===== src/rtl/dual_in_sigl_out_ram.sv =====
// Two-write-port, one-read-port register file. Port 1 always wins the single write path;
// colliding port-2 writes wait in a small FIFO that reads see through forwarding.
module dual_in_sigl_out_ram #(
    parameter int unsigned BW = 32,
    parameter int unsigned AW = 5,
    parameter int unsigned QD = 2
) (
    input  logic          clk,
    input  logic          rst,
    input  logic          write_en1,
    input  logic [AW-1:0] addr_in_1,
    input  logic [BW-1:0] data_in1,
    output logic          wr_ready1,
    input  logic          write_en2,
    input  logic [AW-1:0] addr_in_2,
    input  logic [BW-1:0] data_in2,
    output logic          wr_ready2,
    input  logic          read_en,
    input  logic [AW-1:0] addr_out,
    output logic [BW-1:0] data_out,
    output logic          data_valid
);

    localparam int unsigned PW = (QD > 1) ? $clog2(QD) : 1;
    localparam int unsigned CW = $clog2(QD + 1);
    localparam logic [CW-1:0] QD_CNT   = CW'(QD);
    localparam logic [PW-1:0] PTR_LAST = PW'(QD - 1);
    localparam logic [PW:0]   QD_WIDE  = (PW + 1)'(QD);

    logic [BW-1:0] r_mem [2**AW];

    logic [AW-1:0] r_q_addr [QD];
    logic [BW-1:0] r_q_data [QD];
    logic [QD-1:0] r_q_valid;
    logic [PW-1:0] r_head;
    logic [PW-1:0] r_tail;
    logic [CW-1:0] r_count;

    logic [BW-1:0] r_data_out;
    logic          r_data_valid;

    logic          w_rdy2;
    logic          w_acc2;
    logic          w_pop;
    logic          w_push;
    logic          w_wr_en;
    logic [AW-1:0] w_wr_addr;
    logic [BW-1:0] w_wr_data;
    logic [BW-1:0] w_fwd_data;
    logic [PW:0]   w_idx_sum;
    logic [PW-1:0] w_idx;

    function automatic logic [PW-1:0] f_ptr_inc(input logic [PW-1:0] p);
        return (p == PTR_LAST) ? '0 : p + 1'b1;
    endfunction

    assign w_rdy2     = (r_count < QD_CNT);
    assign w_acc2     = write_en2 && w_rdy2;
    assign wr_ready1  = 1'b1;
    assign wr_ready2  = w_rdy2;
    assign data_out   = r_data_out;
    assign data_valid = r_data_valid;

    // Single storage write per edge: port 1, else queue head, else direct port 2.
    always_comb begin
        w_pop     = 1'b0;
        w_push    = 1'b0;
        w_wr_en   = 1'b0;
        w_wr_addr = addr_in_1;
        w_wr_data = data_in1;
        if (write_en1) begin
            w_wr_en = 1'b1;
            w_push  = w_acc2;
        end else if (r_count != '0) begin
            w_pop     = 1'b1;
            w_push    = w_acc2;
            w_wr_en   = r_q_valid[r_head];
            w_wr_addr = r_q_addr[r_head];
            w_wr_data = r_q_data[r_head];
        end else if (w_acc2) begin
            w_wr_en   = 1'b1;
            w_wr_addr = addr_in_2;
            w_wr_data = data_in2;
        end
    end

    // Walk live entries oldest to youngest so the youngest valid match wins.
    always_comb begin
        w_fwd_data = r_mem[addr_out];
        w_idx_sum  = '0;
        w_idx      = '0;
        for (int i = 0; i < QD; i++) begin
            w_idx_sum = {1'b0, r_head} + (PW + 1)'(i);
            if (w_idx_sum >= QD_WIDE) begin
                w_idx_sum = w_idx_sum - QD_WIDE;
            end
            w_idx = w_idx_sum[PW-1:0];
            if ((CW'(i) < r_count) && r_q_valid[w_idx] && (r_q_addr[w_idx] == addr_out)) begin
                w_fwd_data = r_q_data[w_idx];
            end
        end
    end

    always_ff @(posedge clk) begin
        if (!rst && w_wr_en) begin
            r_mem[w_wr_addr] <= w_wr_data;
        end
    end

    always_ff @(posedge clk) begin
        if (rst) begin
            r_q_valid    <= '0;
            r_head       <= '0;
            r_tail       <= '0;
            r_count      <= '0;
            r_data_out   <= '0;
            r_data_valid <= 1'b0;
        end else begin
            // A port-1 write supersedes anything already queued for that address.
            for (int i = 0; i < QD; i++) begin
                if (write_en1 && r_q_valid[i] && (r_q_addr[i] == addr_in_1)) begin
                    r_q_valid[i] <= 1'b0;
                end
            end
            if (w_pop) begin
                r_q_valid[r_head] <= 1'b0;
                r_head            <= f_ptr_inc(r_head);
            end
            if (w_push) begin
                r_q_addr[r_tail]  <= addr_in_2;
                r_q_data[r_tail]  <= data_in2;
                r_q_valid[r_tail] <= 1'b1;
                r_tail            <= f_ptr_inc(r_tail);
            end
            if (w_push && !w_pop) begin
                r_count <= r_count + 1'b1;
            end else if (w_pop && !w_push) begin
                r_count <= r_count - 1'b1;
            end
            r_data_valid <= read_en;
            if (read_en) begin
                r_data_out <= w_fwd_data;
            end
        end
    end

endmodule


===== config.mk =====
export PLATFORM = sky130hd
export DESIGN_NAME = dual_in_sigl_out_ram
export DESIGN_NICKNAME = d
export VERILOG_FILES = /design/src/rtl/dual_in_sigl_out_ram.sv
export SDC_FILE = /design/constraint.sdc
export NUM_CORES = 1
export LEC_CHECK = 0
export CAP_MARGIN = 20
export CORE_MARGIN = 2
export CORE_UTILIZATION = 30
export CTS_CLUSTER_DIAMETER = 30
export DETAILED_ROUTE_END_ITERATION = 8
export PLACE_DENSITY = 0.47
export SYNTH_ARGS = -nofsm -noshare
export SYNTH_HDL_FRONTEND = slang
export SYNTH_SLANG_ARGS = --single-unit

===== constraint.sdc =====
create_clock -name clk -period 4.1 [get_ports clk]
set_input_delay 0.615 -clock clk [delete_from_list [all_inputs] [get_ports clk]]
set_output_delay 0.615 -clock clk [all_outputs]
set_load 0.02 [all_outputs]

==> After elaboration in Yosys (flattened, before gate mapping) <==
Memory sizes are Yosys's and may differ from the RTL's. A register that Yosys moved wholly into a read port is not among the register bits.
Index checks and enable logic that the tools add are counted.
{ "classes": {"n_addsub": 7, "n_mux": 47, "bitwise": 3, "n_reduce_logical": 19, "n_lt_le_gt_ge": 11, "eq_ne": 4} }
{ "op_table": {"columns": ["operator", "n"], "rows": [
  ["$mux 32", 5],
  ["$mux 1", 32],
  ["$eq 5x5->1", 4],
  ["$mux 5", 3],
  ["$logic_and 1x1->1", 14],
  ["$mux 2", 5],
  ["$lt 1x2->1 const B", 4],
  ["$lt 1x2->1 const A", 2],
  ["$reduce_bool 2->1", 2],
  ["$logic_not 1->1", 3],
  ["$add 1x1->1 const B", 2],
  ["$add 1x1->2 const B", 1],
  ["$add 2x1->2 const B", 1],
  ["$and 2x2->2", 1],
  ["$demux 1 s1", 2],
  ["$ge 1x1->1 const B", 2],
  ["$ge 1x2->1 const B", 1],
  ["$ge 2x2->1 const B", 1],
  ["$lt 2x2->1 const B", 1],
  ["$not 2->2", 1],
  ["$or 2x2->2", 1],
  ["$sub 1x1->1 const B", 2],
  ["$sub 2x1->2 const B", 1]
]} }
{ "word_totals": {"wordCells": 100, "ram_bits": 1098, "register_bits": 39, "input_bits": 84, "n_memories": 3, "output_inout_bits": 35} }
{ "mem_list": {"columns": ["memory", "depth", "word_bits", "read_ports", "rd_clocked_by_memory_dff", "wr", "line_no", "source"], "rows": [
  ["r_mem", 32, 32, 1, 0, 1, "30", "logic [BW-1:0] r_mem [2**AW];"],
  ["r_q_data", 2, 32, 3, 1, 1, "33", "logic [BW-1:0] r_q_data [QD];"],
  ["r_q_addr", 2, 5, 5, 1, 1, "32", "logic [AW-1:0] r_q_addr [QD];"]
]} }

==> Depth between registers and ports, before layout <==
{ "logic_depth": {"ltp_word": 10, "ltp_mapped": 12, "ltp_nobuf": 10} }

==> Least setup slack after synthesis <==
No wires, ideal clock.
{ "synth_timing": {"path_kind": "input to register", "startpoint": "input port write_en2", "endpoint": "memory r_q_addr[0][0], enable pin", "setup_time_ns": 0.478, "arrival_ns": 3.863, "required_ns": 3.622, "path_slack_ns": -0.241, "n_path_buf": 1, "cell_stages": 4, "cell_sequence": "nor2b_1 > clkbuf_1 > o21ai_0 > nor3_1"} }
{ "synth_via": {"elab_chain_len": 6} }
{ "synth_lines": {"columns": ["element", "line_no", "source"], "rows": [
  ["from (decl)", "14", "input logic write_en2,"],
  ["$logic_and 1x1->1 (*)", "58", "assign w_acc2 = write_en2 && w_rdy2;"],
  ["$mux 1", "74", "end else if (r_count != '0) begin"],
  ["$mux 1 (*)", "71", "if (write_en1) begin"],
  ["$mux 1 (*)", "129", "if (w_push) begin"],
  ["$mux 1 (*)", "111", "if (rst) begin"],
  ["$mux 1 (implied by the code) (*)", "130", "r_q_addr[r_tail] <= addr_in_2;"],
  ["to (decl)", "32", null]
]} }
Mark *: on every way between the ends. The rest lies on a longest branch, timed or not.

==> metrics.md <==
| Metric | Value |
|---|---|
| HP Class | `in -> reg` |
| IO Port Bufs | `117` |
| Seq/Total Area, Yosys | `74.3%` |
| Setup TNS | `0 ns` |
| Synth Flop Type | `edfxtp_1` |
| Syn Inst Count | `2448` |
| Hold Crit Start | `data_in2[21]` |
| Max Buffers Root-to-Sink | `4` |
| Slowest-stage cell, CP | `nand3_2` |
| Setup Buffers After CTS | `0` |
| Unrepaired setup endpoints after global routing | `no` |
| DP Wirelength | `86.7 mm` |
| Starting Density | `30.3%` |
| Layout Area Growth over Synthesis | `31.9%` |
| Unique masters post-synth | `49` |
| Routed Antenna Nets | `0` |
| Final setup fails | `0` |
| Final net count | `2923` |
| Clk_lat worst skew | `0.87 ns` |
| Fraction of layout cells with a size suffix above 1 | `29.9%` |
| Post-route DRC | `0` |
| Core box area | `0.150 mm²` |
| I/O pins | `119` |
| Leading cell types in the layout, fill and taps excluded | `edfxtp_1, clkbuf_16, mux2i_1` |
| Die area | `0.155 mm²` |
| Worst-Margin Slew | `1.07 ns` |
| Avg WL per Cell | `27.1 µm` |
| Synth Register Bits | `1138` |
| CP Launch Type | `register` |
| Count of flip-flops with a built-in enable after synthesis | `1098` |
| Area of the mapped netlist | `0.0454 mm²` |
| Maximum VDD drop | `0.000403 V` |
| Req. time, crit path | `4.78 ns` |
| Die Y | `393 µm` |
| Cell area power density | `677 mW/mm²` |
| Die width | `393 µm` |
| Initial antenna violation count | `1` |
| CTS buffer count | `278` |
| Hold Violations, Final | `0` |
| Routed WL | `137 mm` |
| Asr flop ratio synth | `0%` |
| Final worst slack | `0.889 ns` |
| CP Capture Type | `register` |
| Dominant cell type by area after synthesis | `edfxtp_1` |
| First-pass GRT wire length | `195 mm` |
| Max-cap viol count | `0` |
| Crit path cell chain | `mux2i_1 > xnor2_1 > nor4_2 > nand3_2 > o21ai_0 > buf_4 > a21oi_1` |
| WP data arrival | `3.90 ns` |
| Overflow after GRT | `0` |
| Max Freq | `0.311 GHz` |
| Initial drt markers | `1917` |
| Syn Nets | `2535` |
| Mean area per synthesized cell | `18.6 µm²` |
| Slowest cell delay on critical path | `0.72 ns` |
| Sink Count | `1138` |
| Via count | `25701` |
| Status | `complete, no violations` |
| H-tree levels | `5` |
| Fin crit share | `78.3%` |
| Commonest non-fill, non-tap cell in the layout | `edfxtp_1` |
| Slew margin rel. | `28.5%` |
| Rows | `142` |
| Resize count post-CTS | `0` |
| First-pass DRT Iterations | `5` |
| Hold buffers post-CTS | `0` |
| Top cells by area, synth | `edfxtp_1, mux4_2, mux2i_1, dfxtp_1, a22oi_1` |
| Crit Path Max Fanout | `21` |
| Clock Skews | `0.0609 ns` |
| Final max-slew violation count | `0` |
| Final core utilization | `39.9%` |
| Clk slew on worst S/H paths | `0.05 ns` |
| Drt via density | `5.09` |
| Number of antenna repair diodes | `0` |
| Post-synth top area share | `72.6%` |
| Leakage power total | `19.9 nW` |
| Largest net degree at the start of global routing | `58` |
| Final min period | `3.21 ns` |
| Routability cong. | `0.777` |
| Vias in the first global route | `27301` |
| CTS tree | `done` |
| DP Worst Slack | `0.369 ns` |
| Clock tree root buffer cell | `clkbuf_16` |
| GR Util All Layers | `17.7%` |
| Critical path class | `reg -> reg` |
| Ys Warns | `0` |
stage by stage:
| step | hold slack (ns) | area (µm²) | power (mW) | std cells |
|---|---|---|---|---|
| 6_report | 0.377 | 59900 | 40.6 | 5050 |
| 5_1_grt | 0.357 | 59900 | 41.8 | 5050 |
| 4_1_cts | 0.322 | 59800 | 40.9 | 5047 |
| 3_5_place_dp | 0.511 | 50500 | 19.0 | 4569 |
| 3_3_place_gp | 0.501 | 50500 | 18.9 | 4569 |
| 2_1_floorplan | 0.476 | 45400 | 16.7 | 2448 |
final timing paths:
kind	endpoint	cells past startpoint	slack [ns]
worst min register to register	r_q_valid[0]	2	0.52
worst max-delay path	data_out[25]	7	0.89
worst max register to register	data_out[25]	7	0.89
worst min-delay path	r_q_data[0][21]	1	0.38
cells in the mapped netlist, drive strengths merged (12+ instances only):
| library cell | number |
|---|---|
| a21oi | 74 |
| nand3 | 74 |
| mux2 | 38 |
| a22oi | 85 |
| nand2 | 71 |
| o22ai | 99 |
| xnor2 | 12 |
| nor3 | 12 |
| edfxtp | 1098 |
| buf | 78 |
| clkbuf | 81 |
| nor2 | 104 |
| xor2 | 12 |
| dfxtp | 40 |
| mux2i | 220 |
| a221oi | 60 |
| mux4 | 168 |
| o21ai | 50 |
sequential cells by signal, summed over array words and instances, names as in the netlist, named ones only:
signal,cells
r_head,1
data_valid,1
r_mem,1024
r_q_addr,10
r_q_valid,2
r_count,2
r_tail,1
data_out,32
r_q_data,64
layer usage:
metal	up-vias	share of wire [%]	track usage (%)	wire [µm]
li1	10973	-	-	-
met1	13464	42	22.9	57700
met2	1025	49	29.5	67100
met3	239	6.1	3.55	8300
met4	0	2.7	6.10	3640
met5	-	0	0	0
power by group:
group / leakage [nW] / internal (mW) / total (mW) / switching, mW
clock: 4.50 / 15.3 / 21.8 / 6.47
sequential: 10.2 / 14.3 / 14.4 / 0.190
combinational: 5.19 / 1.26 / 4.37 / 3.11
critical path, delay by kind of cell, from the launching register on:
family | cells | cell delay (ns)
AOI/OAI and AO/OA | 2 | 0.53
xor gates and xnor gates | 1 | 0.16
buffers and inverters | 1 | 0.23
DFF | 1 | 0.58
muxes | 1 | 0.39
and+or+nand+nor | 2 | 1.15
kinds of logic after synthesis:
kind of cell | after synthesis | synth area share, %
and+or+nand+nor | 298 | 2.94
AOI/OAI and AO/OA | 389 | 6.13
muxes | 426 | 14.1
xor gates and xnor gates | 24 | 0.463
buffers and inverters | 169 | 1.92
adders and majority gates | 3 | 0.0826
other | 1 | 0.00825
DFF | 1138 | 74.3
layout make-up:
class | count | area, µm²
fillers | 13392 | 90200
multi-input cells | 1141 | 11300
clock buffers | 314 | 7260
inverters | 10 | 37.5
well taps | 2016 | 2520
repair buffers | 267 | 2910
clock inverters | 164 | 2080
flip-flops and latches | 1138 | 33800
(Power assumes the default switching activity.)
